`src/rtl/cpu_clock_sequencer.sv`:
```
// cpu_clock_sequencer
//   Derives the 6502 phi clock from CLOCK_50 and sequences the CPU through
//   reset stretching, free-run and single-step operation. It also counts
//   completed CPU bus cycles.
//
// Ports
//   CLOCK_50    in   system clock, all state on its rising edge
//   res         in   asynchronous active-high reset
//   run_mode    in   1 = free run, 0 = single step (sampled on phi falling edges)
//   step_n      in   raw active-low step key, asynchronous to CLOCK_50
//   phi         out  CPU clock, 50% duty, period 2*HALF_PERIOD
//   phi_rise    out  one-cycle pulse in the first CLOCK_50 cycle with phi=1
//   phi_fall    out  one-cycle pulse in the first CLOCK_50 cycle with phi=0
//   cpu_res_n   out  active-low CPU reset
//   rdy         out  CPU ready
//   cycle_count out  completed CPU cycles, wraps at 16 bits
module cpu_clock_sequencer #(
    parameter int HALF_PERIOD = 100,
    parameter int RES_CYCLES  = 8,
    parameter int DEBOUNCE    = 50000
) (
    input  logic        CLOCK_50,
    input  logic        res,
    input  logic        run_mode,
    input  logic        step_n,
    output logic        phi,
    output logic        phi_rise,
    output logic        phi_fall,
    output logic        cpu_res_n,
    output logic        rdy,
    output logic [15:0] cycle_count
);

    localparam int DIV_W  = (HALF_PERIOD > 1) ? $clog2(HALF_PERIOD) : 1;
    localparam int HOLD_W = $clog2(RES_CYCLES + 1);
    localparam int DEB_W  = $clog2(DEBOUNCE + 1);

    typedef enum logic [1:0] {
        HOLD      = 2'd0,
        RUN       = 2'd1,
        STEP_WAIT = 2'd2,
        STEP_GO   = 2'd3
    } state_t;

    // phase divider
    logic [DIV_W-1:0] div_q, div_d;
    logic             phi_q, rise_q, fall_q;
    logic             wrap, fall_tick, rise_tick;

    // step key conditioning
    logic             sync1_q, sync2_q;
    logic             deb_lvl_q, deb_lvl_d;
    logic [DEB_W-1:0] deb_cnt_q, deb_cnt_d;
    logic             press_q, press_d;

    // sequencer
    state_t            state_q;
    logic [HOLD_W-1:0] hold_cnt_q;
    logic              res_n_q, rdy_q, pend_q;
    logic [15:0]       cnt_q;

    // fall_tick/rise_tick mark the clock edge on which phi itself toggles;
    // every sequencer decision is taken on fall_tick so rdy and cpu_res_n
    // only ever move together with the phi falling edge.
    assign wrap      = (div_q == DIV_W'(HALF_PERIOD - 1));
    assign fall_tick = wrap & phi_q;
    assign rise_tick = wrap & ~phi_q;
    assign div_d     = wrap ? '0 : div_q + DIV_W'(1);

    always_comb begin
        deb_lvl_d = deb_lvl_q;
        deb_cnt_d = '0;
        press_d   = 1'b0;
        if (sync2_q != deb_lvl_q) begin
            if (deb_cnt_q == DEB_W'(DEBOUNCE - 1)) begin
                deb_lvl_d = sync2_q;
                // only a debounced 1->0 change is a press
                press_d   = ~sync2_q;
            end else begin
                deb_cnt_d = deb_cnt_q + DEB_W'(1);
            end
        end
    end

    always_ff @(posedge CLOCK_50 or posedge res) begin
        if (res) begin
            div_q     <= '0;
            phi_q     <= 1'b1;
            rise_q    <= 1'b0;
            fall_q    <= 1'b0;
            sync1_q   <= 1'b1;
            sync2_q   <= 1'b1;
            deb_lvl_q <= 1'b1;
            deb_cnt_q <= '0;
            press_q   <= 1'b0;
        end else begin
            div_q     <= div_d;
            phi_q     <= wrap ? ~phi_q : phi_q;
            rise_q    <= rise_tick;
            fall_q    <= fall_tick;
            sync1_q   <= step_n;
            sync2_q   <= sync1_q;
            deb_lvl_q <= deb_lvl_d;
            deb_cnt_q <= deb_cnt_d;
            press_q   <= press_d;
        end
    end

    always_ff @(posedge CLOCK_50 or posedge res) begin
        if (res) begin
            state_q    <= HOLD;
            hold_cnt_q <= '0;
            res_n_q    <= 1'b0;
            rdy_q      <= 1'b1;
            pend_q     <= 1'b0;
            cnt_q      <= '0;
        end else begin
            // a bus cycle completes when the CPU was out of reset and ready
            // for the whole phi period that is now ending
            if (fall_tick && res_n_q && rdy_q) begin
                cnt_q <= cnt_q + 16'd1;
            end

            case (state_q)
                HOLD: begin
                    if (fall_tick) begin
                        if (hold_cnt_q == HOLD_W'(RES_CYCLES - 1)) begin
                            res_n_q <= 1'b1;
                            if (run_mode) begin
                                state_q <= RUN;
                            end else begin
                                state_q <= STEP_WAIT;
                                rdy_q   <= 1'b0;
                            end
                        end else begin
                            hold_cnt_q <= hold_cnt_q + HOLD_W'(1);
                        end
                    end
                end
                RUN: begin
                    if (fall_tick && !run_mode) begin
                        state_q <= STEP_WAIT;
                        rdy_q   <= 1'b0;
                    end
                end
                STEP_WAIT: begin
                    if (press_q) begin
                        pend_q <= 1'b1;
                    end
                    // a press arriving on the same edge as the fall still
                    // counts, hence press_q is ORed with the pending flag
                    if (fall_tick) begin
                        if (run_mode) begin
                            state_q <= RUN;
                            rdy_q   <= 1'b1;
                            pend_q  <= 1'b0;
                        end else if (pend_q || press_q) begin
                            state_q <= STEP_GO;
                            rdy_q   <= 1'b1;
                            pend_q  <= 1'b0;
                        end
                    end
                end
                STEP_GO: begin
                    // presses here are dropped: pend_q is only set in STEP_WAIT
                    if (fall_tick) begin
                        state_q <= run_mode ? RUN : STEP_WAIT;
                        rdy_q   <= run_mode;
                    end
                end
                default: begin
                    state_q <= HOLD;
                end
            endcase
        end
    end

    assign phi         = phi_q;
    assign phi_rise    = rise_q;
    assign phi_fall    = fall_q;
    assign cpu_res_n   = res_n_q;
    assign rdy         = rdy_q;
    assign cycle_count = cnt_q;

endmodule

```
`config.mk`:
```
export PLATFORM = sky130hd
export DESIGN_NAME = cpu_clock_sequencer
export DESIGN_NICKNAME = d
export VERILOG_FILES = /design/src/rtl/cpu_clock_sequencer.sv
export SDC_FILE = /design/constraint.sdc
export NUM_CORES = 1
export LEC_CHECK = 0
export CAP_MARGIN = 25
export CORE_MARGIN = 2
export CORE_UTILIZATION = 42
export CTS_BUF_LIST = sky130_fd_sc_hd__clkbuf_4
export CTS_CLUSTER_DIAMETER = 100
export CTS_CLUSTER_SIZE = 40
export DETAILED_ROUTE_END_ITERATION = 10
export GPL_ROUTABILITY_DRIVEN = 0
export GPL_TIMING_DRIVEN = 0
export SYNTH_ARGS = -nofsm -noshare
export SYNTH_HDL_FRONTEND = slang
export SYNTH_SLANG_ARGS = --single-unit
```
`constraint.sdc`:
```
create_clock -name CLOCK_50 -period 4.1 [get_ports CLOCK_50]
set_clock_uncertainty 0.2 [all_clocks]
set_input_delay 0.82 -clock CLOCK_50 [delete_from_list [all_inputs] [get_ports CLOCK_50]]
set_output_delay 0.82 -clock CLOCK_50 [all_outputs]
set_load 0.01 [all_outputs]
```
Word-level counts from Yosys, hierarchy flattened
Index checks and enable logic that the tools add are counted.
{ "word_totals": {"register_bits": 55, "inputBits": 4, "mem_bits_ro": 0, "mem_count": 0, "latch_bits": 0, "mem_bits_rw": 0, "out_inout_bits": 21, "word_cells": 76} }
{ "op_classes": {"div_mod_pow": 0, "add_sub_neg": 4, "order_cmp": 0, "shifts": 0, "n_eq_ne": 14, "muxes": 27, "n_bitwise": 5, "n_reduce_logical": 11, "multipliers": 0} }
{ "ops": {"columns": ["cell", "count"], "rows": [
  ["adder 16 x 1 -> 16 bit, second input constant", 2],
  ["two-way mux 16 bit", 2],
  ["equality test 16 bit, second input constant", 1],
  ["two-way mux 2 bit", 8],
  ["two-way mux 1 bit", 14],
  ["inequality test 2 bit, second input constant", 6],
  ["one-hot mux 2 bit (4 select lines)", 1],
  ["adder 7 x 1 -> 7 bit, second input constant", 1],
  ["equality test 7 bit, second input constant", 1],
  ["two-way mux 7 bit", 1],
  ["AND reduction 7 bit", 1],
  ["AND reduction 3 bit", 2],
  ["AND reduction 6 bit", 1],
  ["adder 4 x 1 -> 4 bit, second input constant", 1],
  ["equality test 2 bit, second input constant", 2],
  ["equality test 4 x 3 -> 1 bit, second input constant", 1],
  ["one-hot mux 1 bit (4 select lines)", 1],
  ["logical AND 1 bit", 3],
  ["inequality test 3 bit, second input constant", 1],
  ["NOT 1 bit", 3],
  ["bitwise AND 1 bit", 2],
  ["equality test 2 x 1 -> 1 bit, second input constant", 1],
  ["zero test 2 bit", 1],
  ["AND reduction 2 bit", 1],
  ["other kinds (3)", 3]
]} }

Longest topological paths before layout
Gate-level depths: netlist of run 1.
{ "depth": {"ltp_word": 5, "depth_mapped": 6, "ltp_nobuf": 6} }

Worst setup path before layout of run 1
OpenSTA, ideal clock, no wires.
{ "synth_timing": {"kind": "reg-to-reg", "start": "register div_q[0]", "end": "register hold_cnt_q[1]", "t_required_ps": 3773, "setup_ps": 127, "setup_slack_ps": 2135, "arrival_time_ps": 1638, "path_buffers": 1, "stages_incl_launch_ff": 7, "synth_period_minus_slack_ps": 1965, "cell_sequence": "dfrtp_1 ha_1 nand4bb_1 buf_6 nor3_4 and3_2 mux2_1"} }
{ "synth_between": {"elab_chain_len": 3} }
{ "synth_rtl": {"columns": ["item", "line", "rtl"], "rows": [
  ["from (decl)", "46", "logic [DIV_W-1:0] div_q, div_d;"],
  ["from (signal assigned)", "97", "div_q <= div_d;"],
  ["equality test 7 bit", "65", "assign wrap = (div_q == DIV_W'(HALF_PERIOD - 1));"],
  ["bitwise AND 1 bit", "66", "assign fall_tick = wrap & phi_q;"],
  ["net fall_tick", "48", "logic wrap, fall_tick, rise_tick;"],
  ["AND reduction 3 bit (no source line)", null, null],
  ["to (signal assigned)", "136", "hold_cnt_q <= hold_cnt_q + HOLD_W'(1);"],
  ["to (decl)", "58", "logic [HOLD_W-1:0] hold_cnt_q;"]
]} }
The timed path passes the listed nets, and every way through them passes these cells.
A chain may end at the register's enable or synchronous reset.

Final worst setup path of run 1
{ "layout_timing": {"start": "register phi_q, in the netlist phi", "end": "output phi"} }
{ "layout_lines": {"columns": ["item", "line", "rtl"], "rows": [
  ["from (decl)", "47", "logic phi_q, rise_q, fall_q;"],
  ["from (signal assigned)", "98", "phi_q <= wrap ? ~phi_q : phi_q;"],
  ["to (decl)", "26", "output logic phi,"]
]} }
No word-level cell between the ends.

==> run_results.csv, run 1 <==
group,metric,value,unit
run_status,status,"finished, final reports clean",
finish,drive_gt1_share,10.31,%
setup_path,rr_endpoint,"rdy",
synth,synth_nets,241,
clock_tree,hold_buffers,0,
job,drv_cap,0,
setup_path,cp_slowest_cell,"dfstp_2",
power_and_ir_drop,max-vdd-ir-drop,0.1060,mV
synth,synth_warnings,0,
synth,synth_cell_types,38,
finish,final_area,3002,um2
detailed_routing,totalWireLength,4376,um
setup_path,max_stage_delay,0.59,ns
setup_path,worstSetupPathDepth,1,
synth,avgSynthCellArea,11.19,um2
clock_tree,ctsHtreeMaxLevel,2,
global_route,grt_pass1_wl,7803,um
synth,yosys-top-cells-area,"dfrtp_1 49%, xnor2_1 11%, dfstp_2 5.1%",
detailed_routing,drtIter0Drc,52,
sta,setup_ws,1.580,ns
place,placed_area,2917,um2
setup_path,startpoint,"phi",
global_route,grt_pass1_vias,1728,
setup_path,cp.arrival,1.50,ns
setup_path,worstPathRequired,3.08,ns
setup_path,path_buf_inv,1,
setup_path,end_kind,"primary output",
clock_tree,cts.clk_slew.worst_paths,0.16,ns
place,hpwlAfterDp,3094,um
floorplan,num_rows,28,
hold_path,hold_path_depth,0,
floorplan,num_io_pins,25,
synth,ys_ff_latch,55,
clock_tree,cts_root_buffer,"clkbuf_4",
sta,fmax,396.8,MHz
sta,grt_setup_unrepaired,"false",
sta,worst_pin_slew,0.6482,ns
finish,fill_cells,548,
floorplan,die_h,82.11,um
clock_tree,cts_buffers,5,
detailed_routing,final_antenna_net_count,0,
power_and_ir_drop,power_density,294.4,nW/um2
synth,synthTopCellsByCount,"50 x dfrtp_1, 32 x xnor2_1, 26 x nor2_1",
sta,min_period,2.520,ns
setup_path,path_class,"reg -> out",
sta,holdWs,0.1683,ns
setup_path,cp_cell_sequence,"clkdlybuf4s50_1",
place,io_buffer_count,24,
clock_tree,cts_tree,"built",
place,pre_cts_ws,1.574,ns
clock_tree,clkLatencyLatePin,0.38,ns
floorplan,die_width,82.11,um
synth,yosysTopAreaCellShare,48.83,%
synth,syn-instance-count,229,
setup_path,r2r-start,"state_q[0]",
sta,finalSetupTns,0,ns
detailed_routing,vias_per_cell,5.175,
detailed_routing,drc,0,
setup_path,startpoint_type,"register",
global_route,antenna_found_initial,0,
synth,ys_seq_area_share,53.96,%
synth,yosysMostFrequentCell,"dfrtp_1",
setup_path,critical_path.max_fanout,4,
clock_tree,cts_setup_buffers,0,
global_route,grt.overflow.total,0,
sta,final-setup-viol-count,0,
setup_path,crit_end,"phi",
finish,antennaDiodeCount,0,
clock_tree,clock_path_buffers,2,
clock_tree,cts.sinks,55,
detailed_routing,avgRoutedWirePerCell,12.99,um
setup_path,r2r_cells,5,
detailed_routing,drt_first_pass_iters,4,
floorplan,start_util,43.28,%
synth,post-synth-top-area-cell,"dfrtp_1",
synth,synth_area,2562,um2
sta,fin_crit_sh,61.46,%
power_and_ir_drop,power.total,0.8836,mW
finish,num-nets-final,273,
hold_path,hold_path.class,"reg -> reg",
synth,synth_edf_count,0,
synth,synth_flop_cell,"dfrtp_1",
sta,slew_viol_final,0,
sta,hold_violations,0,
sta,slew_headroom,56.39,%
detailed_routing,vias,1744,
floorplan,die_area,6742,um2
setup_path,path_delay_family,"flip-flops",
global_route,grt_util_all_layers,14.87,%
finish,syn2layout_area_growth,17.14,%
global_route,grt_max_degree,35,
power_and_ir_drop,p_leak,1.278,nW
synth,synthArstFlopShare,100.0,%
floorplan,core,5921,um2
setup_path,rrSetupSlack,1.94,ns
clock_tree,cts_resized,0,
-- metal layers --
metal	GRT usage (%)	vias up	routed length (um)
li1	-	863	-
met1	18.80	850	2052
met2	25.28	26	2128
met3	3.587	5	140
met4	4.500	0	55
met5	0	-	0
-- layout make-up --
type / count / area (um2) / share of cell area (%)
sequential: 55 / 1383 / 46.06
multi-input combinational: 161 / 1122 / 37.39
timing repair buffer: 25 / 260.3 / 8.670
tap: 75 / 93.84 / 3.126
clock inverter: 3 / 47.55 / 1.584
inverter: 11 / 41.29 / 1.376
clock buffer: 5 / 37.54 / 1.251
buffer: 2 / 16.27 / 0.5419
-- where the power goes --
| group | internal [mW] | switching [mW] | total [mW] |
|---|---|---|---|
| clock network | 0.132 | 0.178 | 0.310 |
| registers | 0.547 | 0.00294 | 0.550 |
| logic | 0.00775 | 0.0163 | 0.0241 |
-- logic make-up after synthesis --
group | Yosys count | share of synthesized area [%]
compound gates | 18 | 4.834
xor+xnor | 37 | 12.65
fa+ha+maj | 8 | 3.906
buf+inv | 13 | 2.246
flops | 55 | 53.96
mux | 3 | 1.318
simple gates | 95 | 21.09
-- state kept, by name, indices dropped and copies added, names as in the netlist --
| register | count |
|---|---|
| cpu_res_n | 1 |
| cycle_count | 16 |
| deb_cnt_q | 16 |
| deb_lvl_q | 1 |
| div_q | 7 |
| hold_cnt_q | 4 |
| pend_q | 1 |
| phi | 1 |
| phi_fall | 1 |
| phi_rise | 1 |
| press_q | 1 |
| rdy | 1 |
| state_q | 2 |
| sync1_q | 1 |
| sync2_q | 1 |
-- stage by stage --
stage | cells | util (%)
2_1_floorplan | 229 | -
3_3_place_gp | 328 | 48.92
3_5_place_dp | 329 | 49.26
4_1_cts | 337 | 50.70
5_1_grt | 337 | 50.70
6_report | 337 | 50.70
-- layout by cell type, fill, tap and decap left out, types with 2 or more instances in the layout --
cell type / instances
clkdlybuf4s50_1: 24
dfrtp_1: 50
a21oi_1: 5
a32oi_1: 2
nor4b_1: 2
nor3_1: 7
xnor2_1: 32
nand3_1: 16
xor2_1: 5
nor4bb_1: 2
nand4_1: 9
mux2_2: 2
o21ai_0: 5
ha_1: 8
nor4_4: 2
nor4_1: 4
nor2_1: 26
clkbuf_4: 5
and3_1: 4
inv_1: 10
dfstp_2: 5
nand2_1: 14
-- worst min path at each step --
stage	startpoint	to	slack (ns)
2_1_floorplan	sync1_q	sync2_q	0.15
3_3_place_gp	sync1_q	sync2_q	0.15
3_5_place_dp	sync1_q	sync2_q	0.15
4_1_cts	sync1_q	sync2_q	0.17
5_1_grt	sync1_q	sync2_q	0.17
6_report	sync1_q	sync2_q	0.17
(Power assumes the default switching activity.)
==> run 2: changes to the inputs <==
==> constraint.sdc (replaced) <==
create_clock -name CLOCK_50 -period 2.18 [get_ports CLOCK_50]
set_clock_uncertainty 0.2 [all_clocks]
set_input_delay 0.436 -clock CLOCK_50 [delete_from_list [all_inputs] [get_ports CLOCK_50]]
set_output_delay 0.436 -clock CLOCK_50 [all_outputs]
set_load 0.01 [all_outputs]
==> run_results.csv, run 2 (synthesis results as in run 1) <==
group,metric,value,unit
sta,holdWs,0.1680,ns
sta,grt_setup_unrepaired,"false",
detailed_routing,vias_per_cell,5.182,
global_route,antenna_found_initial,0,
detailed_routing,drc,0,
clock_tree,cts_tree,"built",
sta,worst_pin_slew,0.4844,ns
setup_path,r2r_cells,7,
clock_tree,cts.sinks,55,
detailed_routing,top_layer,"met4",
clock_tree,clock_path_buffers,2,
setup_path,rr_endpoint,"rdy",
sta,min_period,2.102,ns
floorplan,die_width,82.11,um
floorplan,die_area,6742,um2
finish,antennaDiodeCount,0,
finish,drive_gt1_share,13.16,%
setup_path,rrSetupSlack,0.13,ns
global_route,grt_util_all_layers,14.87,%
setup_path,r2r-start,"div_q[0]",
hold_path,hold_path.class,"in -> async",
floorplan,core,5921,um2
floorplan,die_h,82.11,um
global_route,grt.overflow.total,0,
finish,fill_cells,541,
detailed_routing,drt_first_pass_iters,4,
setup_path,path_buf_inv,1,
setup_path,max_stage_delay,0.57,ns
setup_path,startpoint_type,"register",
setup_path,cp_slowest_cell,"dfstp_2",
finish,layout_common_cells,"50 x dfrtp_1, 32 x xnor2_1, 26 x nor2_1, 23 x clkdlybuf4s50_1, 15 x nand3_1",
setup_path,worstPathRequired,1.54,ns
clock_tree,cts_root_buffer,"clkbuf_4",
finish,num-nets-final,277,
finish,final_common_cell,"dfrtp_1",
clock_tree,cts_buffers,5,
power_and_ir_drop,p_leak,1.317,nW
setup_path,cp_cell_sequence,"clkdlybuf4s50_1",
clock_tree,ctsHtreeMaxLevel,2,
floorplan,num_io_pins,25,
setup_path,cp.arrival,1.47,ns
clock_tree,clkLatencyLatePin,0.38,ns
sta,final-setup-viol-count,0,
global_route,grt_pass1_vias,1728,
sta,finalSetupTns,0,ns
setup_path,critical_path.max_fanout,3,
detailed_routing,totalWireLength,4394,um
floorplan,num_rows,28,
detailed_routing,met1_length,2064,um
global_route,grt_max_degree,35,
clock_tree,hold_buffers,0,
sta,fmax,475.7,MHz
power_and_ir_drop,max-vdd-ir-drop,0.1990,mV
run_status,status,"finished, final reports clean",
sta,slew_viol_final,0,
detailed_routing,avgRoutedWirePerCell,12.89,um
place,io_buffer_count,24,
setup_path,path_delay_family,"flip-flops",
global_route,grt_pass1_wl,7803,um
detailed_routing,routed-wl-met2,2113,um
power_and_ir_drop,power_density,545.1,nW/um2
sta,slew_headroom,67.46,%
detailed_routing,vias,1767,
detailed_routing,final_antenna_net_count,0,
sta,fin_crit_sh,96.42,%
detailed_routing,drtIter0Drc,49,
setup_path,worstSetupPathDepth,1,
detailed_routing,wl_met3,152,um
setup_path,path_class,"reg -> out",
place,hpwlAfterDp,3094,um
sta,hold_violations,0,
job,drv_cap,0,
clock_tree,cts.clk_slew.worst_paths,0.17,ns
floorplan,start_util,43.28,%
finish,syn2layout_area_growth,19.04,%
setup_path,end_kind,"primary output",
[run 2: layout make-up]
cell class | instances | area [um2] | area share, %
well taps | 75 | 93.84 | 3.076
inverters | 11 | 41.29 | 1.354
multi-input cells | 161 | 1139 | 37.33
flip-flops and latches | 55 | 1383 | 45.32
clock inverters | 3 | 47.55 | 1.559
plain buffers | 2 | 16.27 | 0.5332
clock buffers | 5 | 37.54 | 1.231
repair buffers | 29 | 292.8 | 9.598
[run 2: worst max path at each step]
stage	from	end	slack, ns
floorplan	res	cpu_res_n	0.21
global placement	res	hold_cnt_q[3]	-0.85
detailed placement	state_q[0]	rdy	0.02
CTS	state_q[0]	rdy	0.004
global route	cycle_count[3]	cycle_count[3]	0.006
finish	rdy	rdy	0.08
[run 2: power breakdown]
group          internal (mW)  switching (mW)  total, mW
Clock                  0.248           0.334      0.582
Combinational         0.0148          0.0312     0.0460
Sequential              1.03         0.00590       1.03
[run 2: metrics by stage]
step | instances | total power [mW] | area [um2] | util, % | worst slack [ns]
finish | 341 | 1.663 | 3050 | 51.52 | 0.07805
global route | 341 | 1.737 | 3050 | 51.52 | 0.006049
CTS | 337 | 1.695 | 3002 | 50.70 | 0.004319
detailed placement | 329 | 1.100 | 2917 | 49.26 | 0.02136
global placement | 328 | 1.095 | 2897 | 48.92 | -0.8509
floorplan | 229 | 1.079 | 2562 | - | 0.2093
[run 2: repair_timing]
| action | in CTS | in global routing |
|---|---|---|
| buffers inserted | 0 | 4 |
| resized for setup | 0 | 5 |
| setup endpoints to repair | 0 | 15 |
[run 2: routing by layer]
metal,vias to the layer above,track usage (%)
li1,871,-
met1,859,18.80
met2,30,25.28
met3,7,3.587
met4,0,4.500
met5,-,0
==> run 3: changes to the inputs <==
--- a/config.mk
+++ b/config.mk
@@ -6,6 +6,7 @@
 export NUM_CORES = 1
 export LEC_CHECK = 0
 export CAP_MARGIN = 25
+export CORE_ASPECT_RATIO = 1.1
 export CORE_MARGIN = 2
 export CORE_UTILIZATION = 42
 export CTS_BUF_LIST = sky130_fd_sc_hd__clkbuf_4
==> run_results.csv, run 3 (synthesis results as in run 1) <==
group,metric,value,unit
sta,slew_headroom,68.14,%
place,hpwlAfterDp,3160,um
floorplan,num_rows,29,
detailed_routing,totalWireLength,4486,um
clock_tree,cts_root_buffer,"clkbuf_4",
sta,setup_ws,0.07337,ns
setup_path,max_stage_delay,0.57,ns
sta,grt_setup_unrepaired,"false",
hold_path,hold_path.class,"in -> async",
global_route,antenna_found_initial,0,
finish,final_area,3050,um2
global_route,grt_max_degree,40,
finish,register_area,1383,um2
floorplan,die_width,78.48,um
global_route,grt_pass1_wl,8079,um
global_route,met3_usage,3.684,%
clock_tree,cts.clk_slew.worst_paths,0.17,ns
detailed_routing,drt_first_pass_iters,5,
floorplan,num_io_pins,25,
setup_path,cp_slowest_cell,"dfstp_2",
setup_path,path_delay_family,"flip-flops",
finish,layout_common_cells,"50 x dfrtp_1, 32 x xnor2_1, 26 x nor2_1, 23 x clkdlybuf4s50_1, 16 x nand3_1",
sta,hold_violations,0,
setup_path,cp.arrival,1.47,ns
finish,drive_gt1_share,13.16,%
sta,fmax,474.7,MHz
clock_tree,clock_path_buffers,2,
floorplan,die_area,6743,um2
floorplan,die_h,85.92,um
global_route,use_met2,23.90,%
global_route,gr-usage-met1,19.70,%
sta,slew_viol_final,0,
setup_path,end_kind,"primary output",
global_route,grt.busiest_layer,"met2",
global_route,grt_util_all_layers,14.98,%
clock_tree,cts.sinks,55,
detailed_routing,final_antenna_net_count,0,
finish,syn2layout_area_growth,19.04,%
finish,num-nets-final,277,
sta,finalSetupTns,0,ns
setup_path,worstPathRequired,1.54,ns
sta,min_period,2.107,ns
setup_path,path_class,"reg -> out",
power_and_ir_drop,max-vdd-ir-drop,0.2728,mV
power_and_ir_drop,power.total,1.659,mW
detailed_routing,vias,1762,
setup_path,path_buf_inv,1,
job,drv_cap,0,
global_route,grt.overflow.total,0,
place,placed_area,2919,um2
place,io_buffer_count,24,
finish,fill_cells,517,
place,pre_cts_ws,0.01084,ns
setup_path,critical_path.max_fanout,3,
detailed_routing,drtIter0Drc,53,
sta,fin_crit_sh,96.63,%
finish,multi_input_area,1137,um2
sta,holdWs,0.1276,ns
setup_path,startpoint_type,"register",
clock_tree,cts_buffers,5,
setup_path,cp_cell_sequence,"clkdlybuf4s50_1",
detailed_routing,vias_per_cell,5.137,
finish,antennaDiodeCount,0,
sta,worst_pin_slew,0.4743,ns
power_and_ir_drop,power_density,543.9,nW/um2
detailed_routing,drc,0,
floorplan,core,5842,um2
finish,final_common_cell,"dfrtp_1",
clock_tree,ctsHtreeMaxLevel,2,
detailed_routing,avgRoutedWirePerCell,13.08,um
run_status,status,"finished, final reports clean",
power_and_ir_drop,p_leak,1.314,nW
clock_tree,clkLatencyLatePin,0.38,ns
sta,final-setup-viol-count,0,
floorplan,start_util,43.86,%
clock_tree,hold_buffers,0,
global_route,grt_pass1_vias,1772,
clock_tree,cts_tree,"built",
[run 3: changes by cell type in the layout (fill, tap and decap cells not counted)]
cell        change
clkinvlp_4      +1
a21oi_1         -1
nand3_1         +1
nand3_2         -1
clkinv_4        -1
a21oi_2         +1
[run 3: area by class of cell]
type                    count  area share [%]
plain buffers               2          0.5332
clock buffers               5           1.231
clock inverters             3           1.518
inverters                  11           1.354
multi-input cells         161           37.28
flip-flops and latches     55           45.32
well taps                  77           3.158
repair buffers             29           9.598
[run 3: report_power, final]
group          switching [mW]  internal, mW
Sequential            0.00517          1.03
Combinational          0.0312        0.0151
Clock                   0.333         0.246
[run 3: worst paths after layout]
path	from	to	slack [ns]	cells past startpoint
worst min-delay path	res	deb_cnt_q[7]	0.13	2
worst max-delay path	rdy	rdy	0.07	1
worst min register to register	sync1_q	sync2_q	0.18	0
worst max register to register	state_q[0]	rdy	0.18	5
max in group asynchronous	res	rdy	1.05	3
min in group CLOCK_50	sync1_q	sync2_q	0.18	0
[run 3: routing by layer]
layer | routed length [um] | part of all wire [%] | vias up
li1 | - | - | 867
met1 | 2078 | 46 | 852
met2 | 2144 | 48 | 35
met3 | 173 | 3.9 | 8
met4 | 89 | 2.0 | 0
met5 | 0 | 0 | -
[run 3: what timing repair did]
action	in CTS	in global routing
setup buffers	3	1
setup endpoints to repair	2	14
gates resized for setup	1	4
pin swaps	1	1
[run 3: per-stage QoR]
step	instances	util, %
2_1_floorplan	229	-
3_3_place_gp	330	49.63
3_5_place_dp	331	49.97
4_1_cts	342	51.90
5_1_grt	343	52.22
6_report	343	52.22
